===== src/rtl/regfile_alu_pipe.sv =====
// regfile_alu_pipe
//   Two-stage register-file/ALU datapath that sits between the instruction
//   decoder and the memory/IO stage. The EX stage reads operands, selects the
//   immediate and runs the ALU. The WB stage holds the registered result and
//   writes it back into the register file. Dependent instructions issued
//   back-to-back never stall, because the WB value is forwarded into EX.
//
//   Parameters
//     WIDTH    datapath and register width (>= 8)
//     NREGS    number of registers, power of two
//     ZERO_R0  1: R0 always reads as zero and writes to it are dropped
//
//   Ports
//     Clk, Rst          clock, synchronous active-high reset
//     Valid, Stall      instruction present / freeze the whole pipeline
//     RdestRegLoc       destination and first operand (A)
//     RsrcRegLoc        second operand (B) when Imm_s = 0
//     Imm_s, Imm        immediate select, pre-extended immediate
//     OpCode            ALU operation
//     DbgRegLoc/DbgOut  combinational register-file peek, no forwarding
//     WbValid, WbRegLoc, WbData   WB stage contents
//     Flags             {C,L,F,Z,N}, registered
module regfile_alu_pipe #(
    parameter int WIDTH   = 16,
    parameter int NREGS   = 16,
    parameter bit ZERO_R0 = 1'b0,
    localparam int AW     = $clog2(NREGS)
) (
    input  logic             Clk,
    input  logic             Rst,
    input  logic             Valid,
    input  logic             Stall,
    input  logic [AW-1:0]    RdestRegLoc,
    input  logic [AW-1:0]    RsrcRegLoc,
    input  logic             Imm_s,
    input  logic [WIDTH-1:0] Imm,
    input  logic [3:0]       OpCode,
    input  logic [AW-1:0]    DbgRegLoc,
    output logic [WIDTH-1:0] DbgOut,
    output logic             WbValid,
    output logic [AW-1:0]    WbRegLoc,
    output logic [WIDTH-1:0] WbData,
    output logic [4:0]       Flags
);

    typedef enum logic [3:0] {
        OP_ADD = 4'd0,
        OP_SUB = 4'd1,
        OP_CMP = 4'd2,
        OP_AND = 4'd3,
        OP_OR  = 4'd4,
        OP_XOR = 4'd5,
        OP_MOV = 4'd6,
        OP_LSH = 4'd7
    } aluOp_e;

    localparam int FLAG_C = 4;
    localparam int FLAG_L = 3;
    localparam int FLAG_F = 2;
    localparam int FLAG_Z = 1;
    localparam int FLAG_N = 0;
    localparam int MSB    = WIDTH - 1;

    logic [WIDTH-1:0] regFile [NREGS];
    logic             wbWe;
    logic             wbCommit;
    aluOp_e           aluOp;
    logic [WIDTH-1:0] opA;
    logic [WIDTH-1:0] rsrcVal;
    logic [WIDTH-1:0] opB;
    logic [WIDTH:0]   sumExt;
    logic [WIDTH:0]   diffExt;
    logic [4:0]       shiftField;
    logic [4:0]       shiftMag;
    logic [WIDTH-1:0] shiftOut;
    logic [WIDTH-1:0] aluResult;
    logic             aluWrites;
    logic [4:0]       nextFlags;

    function automatic logic isZeroReg(input logic [AW-1:0] idx);
        return ZERO_R0 && (idx == '0);
    endfunction

    // The WB write is real only if it targets a writable register. The same
    // condition qualifies forwarding, so a dropped R0 write is never forwarded.
    assign wbCommit = WbValid && wbWe && !isZeroReg(WbRegLoc);
    assign aluOp    = aluOp_e'(OpCode);

    // Operand fetch: the WB value overrides the register file when it is about
    // to be written to the same register, which is what makes back-to-back
    // dependent instructions see the newest value.
    always_comb begin
        if (isZeroReg(RdestRegLoc)) begin
            opA = '0;
        end else if (wbCommit && (WbRegLoc == RdestRegLoc)) begin
            opA = WbData;
        end else begin
            opA = regFile[RdestRegLoc];
        end

        if (isZeroReg(RsrcRegLoc)) begin
            rsrcVal = '0;
        end else if (wbCommit && (WbRegLoc == RsrcRegLoc)) begin
            rsrcVal = WbData;
        end else begin
            rsrcVal = regFile[RsrcRegLoc];
        end

        opB = Imm_s ? Imm : rsrcVal;
    end

    // Shifter: B[4:0] is a signed distance, negative shifts right. The
    // magnitude of -16 still fits in five unsigned bits.
    always_comb begin
        shiftField = opB[4:0];
        shiftMag   = shiftField[4] ? (5'd0 - shiftField) : shiftField;
        if ({27'd0, shiftMag} >= 32'(WIDTH)) begin
            shiftOut = '0;
        end else if (shiftField[4]) begin
            shiftOut = opA >> shiftMag;
        end else begin
            shiftOut = opA << shiftMag;
        end
    end

    // ALU: result, write decision and next flags. Flags not touched by an
    // operation keep their current value.
    always_comb begin
        sumExt    = {1'b0, opA} + {1'b0, opB};
        diffExt   = {1'b0, opA} - {1'b0, opB};
        aluResult = '0;
        aluWrites = 1'b0;
        nextFlags = Flags;
        case (aluOp)
            OP_ADD: begin
                aluResult         = sumExt[MSB:0];
                aluWrites         = 1'b1;
                nextFlags[FLAG_C] = sumExt[WIDTH];
                nextFlags[FLAG_F] = (opA[MSB] == opB[MSB]) && (sumExt[MSB] != opA[MSB]);
            end
            OP_SUB: begin
                aluResult         = diffExt[MSB:0];
                aluWrites         = 1'b1;
                nextFlags[FLAG_C] = diffExt[WIDTH];
                nextFlags[FLAG_F] = (opA[MSB] != opB[MSB]) && (diffExt[MSB] != opA[MSB]);
            end
            OP_CMP: begin
                nextFlags[FLAG_L] = diffExt[WIDTH];
                nextFlags[FLAG_Z] = (opA == opB);
                nextFlags[FLAG_N] = $signed(opA) < $signed(opB);
            end
            OP_AND: begin
                aluResult = opA & opB;
                aluWrites = 1'b1;
            end
            OP_OR: begin
                aluResult = opA | opB;
                aluWrites = 1'b1;
            end
            OP_XOR: begin
                aluResult = opA ^ opB;
                aluWrites = 1'b1;
            end
            OP_MOV: begin
                aluResult = opB;
                aluWrites = 1'b1;
            end
            OP_LSH: begin
                aluResult = shiftOut;
                aluWrites = 1'b1;
            end
            default: begin
                aluResult = '0;
                aluWrites = 1'b0;
            end
        endcase
    end

    // WB stage and flags. A stall freezes everything; an idle cycle empties
    // WB so the write it held cannot commit a second time.
    always_ff @(posedge Clk) begin
        if (Rst) begin
            WbValid  <= 1'b0;
            WbRegLoc <= '0;
            WbData   <= '0;
            wbWe     <= 1'b0;
            Flags    <= '0;
        end else if (!Stall) begin
            WbValid <= Valid;
            wbWe    <= Valid && aluWrites;
            if (Valid) begin
                WbRegLoc <= RdestRegLoc;
                WbData   <= aluResult;
                Flags    <= nextFlags;
            end
        end
    end

    // Register file write port, fed only from WB. Reset discards any pending
    // WB write along with the register contents.
    always_ff @(posedge Clk) begin
        if (Rst) begin
            for (int i = 0; i < NREGS; i++) begin
                regFile[i] <= '0;
            end
        end else if (!Stall && wbCommit) begin
            regFile[WbRegLoc] <= WbData;
        end
    end

    assign DbgOut = isZeroReg(DbgRegLoc) ? '0 : regFile[DbgRegLoc];

endmodule


===== config.mk =====
export PLATFORM = sky130hd
export DESIGN_NAME = regfile_alu_pipe
export DESIGN_NICKNAME = d
export VERILOG_FILES = /design/src/rtl/regfile_alu_pipe.sv
export SDC_FILE = /design/constraint.sdc
export NUM_CORES = 1
export LEC_CHECK = 0
export CAP_MARGIN = 10
export CORE_AREA = 2 2 228 230
export CTS_CLUSTER_DIAMETER = 100
export CTS_CLUSTER_SIZE = 40
export DETAILED_ROUTE_END_ITERATION = 10
export DIE_AREA = 0 0 230 232
export GPL_TIMING_DRIVEN = 1
export PLACE_DENSITY = 0.63
export SETUP_SLACK_MARGIN = 0.2
export SYNTH_ARGS = -nofsm -noshare
export SYNTH_HDL_FRONTEND = slang
export SYNTH_SLANG_ARGS = --single-unit

===== constraint.sdc =====
create_clock -name Clk -period 6.9 [get_ports Clk]
set_input_delay 1.035 -clock Clk [delete_from_list [all_inputs] [get_ports Clk]]
set_output_delay 1.035 -clock Clk [all_outputs]
set_load 0.01 [all_outputs]

==> metrics.txt <==
Final #Nets=between 1.5k and 2k; hold path start=wbWe; post-cts resize count=0; Post-route DRC=0; DR pass1 iterations=5; Critical Setup Path Class=primary input to register; TritonCTS clock tree=done; RSZ-0062 raised after global routing=false; R2R Setup Slk=~2.1 ns; Vias=about 17k; hold path depth=2; Crit Path Max Fanout=30; WHS Endpoint=wbWe; Max Slew Vio Count=0; total negative setup slack=0 ns; Die X=230 um; Core Util, Final=a little under half; # Post-CTS Setup Buffers=0; Mean Syn Cell Area=approximately 12 um^2; I/O Pins=slightly below 80; Mapped Area=between 20000 and 25000 um^2; Root Driver=clkbuf_16; status=complete, no violations; Reg2Reg Depth=19; sequential-to-total area share from yosys stat=38.9%; H-Tree Depth=1; Total Power=~4.5 mW; CTS clk-pin slew, worst paths=~0.12 ns; worst endpoint required time=about 7.3 ns; Startpoint Class=primary input; top cells by area, synth=edfxtp_1, mux4_2, and2_1; Antenna Violating Nets Remaining=0; fill cell count=between 4k and 5k; Crit Reg-Reg Endpoint=WbData[15]; Hold Vio Cnt, Final=0; vias in the first global route=between 15k and 20k; CTS max path bufs=3; maximum VDD drop=174 uV; critical path arrival=between 5 and 6 ns; pin count of the biggest net entering global routing=48; multi-input logic area=between 10000 and 15000 um^2; hold slack=between 0.4 and 0.5 ns; Synth cell types=80; Mapped Cells=around 1.8k; Seq. cell area=8230 um^2; initial antenna violation count=2; IO Port Bufs=78; Skew-Pair Late Insertion Delay=about 0.57 ns; vias per inst=6.77; syn_nets=around 1.9k; Die Y=232 um; Yosys warning count=0; Synth Flop Type=edfxtp_1; PwrDens=slightly below 200 nW/um^2; CTS Buf Count=15; drt initial violations=~2.0k; Synth top area share=36.4%; GRT Overall Usage=roughly 28%; CP Capture Type=register; RD Place Congestion=about 1; HP Class=register to register; Slew HR=between 10% and 20%; hpwl dp=approximately 54 mm; Pleak=7.98 nW; core footprint=between 50000 and 60000 um^2; fin crit share=about four fifths; R2R Path Start=WbRegLoc[0]; hold_buf cts=0; clock period minus worst slack=5.48 ns; Least-Margin Pin Slew=around 1.3 ns; fmax=around 0.18 GHz; clk sinks=about 280; die footprint=between 50000 and 60000 um^2; Seq cells post-synth=283; Layout Cells excl Fill=approximately 2.5k; Rows=83; Async SR Flop Fraction=0%; final WL=between 70 and 80 mm; Starting Density=41.5%; layout cell share with drive strength beyond 1=21.4%; Synth area leader=edfxtp_1; max cap viols=0; routed len/inst=around 30 um; GRT overflow=0; Final setup viols=0; Post-synth EDFFs=about 260; dpl cells=between 2k and 2.5k; first-pass GRT wire length=~110 mm; Clock Skew=0.0563 ns; Area growth syn-to-layout=9.99%
## synth_stat cells, drive strengths merged (8+ instances only)
| master | number |
|---|---|
| edfxtp | 256 |
| mux4 | 231 |
| and2 | 121 |
| nor3 | 120 |
| clkbuf | 111 |
| nor2 | 103 |
| nand2 | 102 |
| a21oi | 84 |
| o21ai | 70 |
| inv | 62 |
| buf | 60 |
| mux2i | 57 |
| nor4 | 54 |
| ha | 50 |
| nand3 | 29 |
| dfxtp | 27 |
| a211oi | 22 |
| mux2 | 20 |
| xnor2 | 17 |
| a22oi | 14 |
| o211ai | 12 |
| a31oi | 11 |
| nand2b | 11 |
| or2 | 11 |
| or3 | 11 |
| a221oi | 10 |
| nand4 | 10 |
| nor2b | 9 |
| o21bai | 8 |
## per-stage QoR
step	worst slack [ns]	area, um^2
after floorplan	1.50	21100
after global placement	0.908	22600
after detailed placement	0.934	22600
after CTS	1.49	23200
after global routing	1.15	23200
final	1.42	23200
## power by group
part / switching [mW] / internal (mW) / total, mW
combinational: 0.779 / 0.510 / 1.29
clock: 0.712 / 0.533 / 1.24
sequential: 0.0540 / 1.92 / 1.97
## cells by family (layout without fill, tap and decap cells)
group	after synthesis	in the layout	synth area share, %
DFF	283	283	38.9
AOI/OAI and AO/OA	303	303	9.42
xor gates and xnor gates	18	18	0.782
other	0	1	0
buffers and inverters	234	232	4.51
and+or+nand+nor	601	601	14.7
muxes	308	308	28.5
adders and majority gates	52	52	3.15
## cells in the final DEF (no fill, tap or decap), types with 8 or more instances in the layout
cell               n
a211oi_1          21
a21oi_1           80
a221oi_1           8
a22oi_1           13
a31oi_1           11
and2_1           121
buf_4             65
clkbuf_16         15
clkdlybuf4s50_1   72
dfxtp_1           25
edfxtp_1         256
ha_1              50
inv_1             59
mux2_2            20
mux2i_1           56
mux4_2           225
nand2_1          101
nand2b_1          10
nand3_1           28
nand4_1           10
nor2_1           103
nor2b_1            9
nor3_1           120
nor4_1            54
o211ai_1          12
o21ai_0           59
o21ai_2            9
o21bai_1           8
or2_2             11
or3_1              9
xnor2_1           16
## how the worst max path moves through the flow
stage,startpoint,cells after the start,to
finish,RsrcRegLoc[0],17,Flags[2]
global placement,RsrcRegLoc[0],18,WbData[15]
CTS,RsrcRegLoc[0],18,WbData[15]
floorplan,RsrcRegLoc[0],19,Flags[2]
global route,RsrcRegLoc[0],16,Flags[2]
detailed placement,RsrcRegLoc[0],17,Flags[2]
## worst max-delay path: stages
cell	delay, ns
buf_4	0.48
buf_4	0.43
mux4_2	0.54
mux4_2	0.46
a21oi_1	0.20
nor2_1	0.12
a21oi_1	0.32
ha_1	0.40
nand4_1	0.12
a21oi_1	0.32
o2111ai_1	0.24
a211oi_1	0.40
nor2_1	0.14
o21ba_2	0.22
xnor2_1	0.12
o21ai_0	0.10
o221a_2	0.23
## state kept, by name, indices dropped and copies added (netlist names)
register	cells
wbWe	1
regFile	256
WbData	16
Flags	5
WbValid	1
WbRegLoc	4
## per-layer routing
metal | up-vias | part of all wire [%] | track usage (%)
li1 | 7049 | - | -
met1 | 8532 | 39 | 38.0
met3 | 149 | 9.0 | 3.87
met2 | 1051 | 48 | 47.2
met4 | 2 | 3.3 | 9.52
met5 | - | 0.0093 | 0
## area by class of cell
class / count / area share (%)
inverters: 63 / 1.02
clock buffers: 15 / 1.61
well taps: 680 / 3.66
multi-input cells: 1282 / 51.6
clock inverters: 10 / 1.08
diodes: 1 / 0.0108
flip-flops and latches: 283 / 35.4
repair buffers: 144 / 5.59
Note: power is estimated with default switching activity, not from simulation.
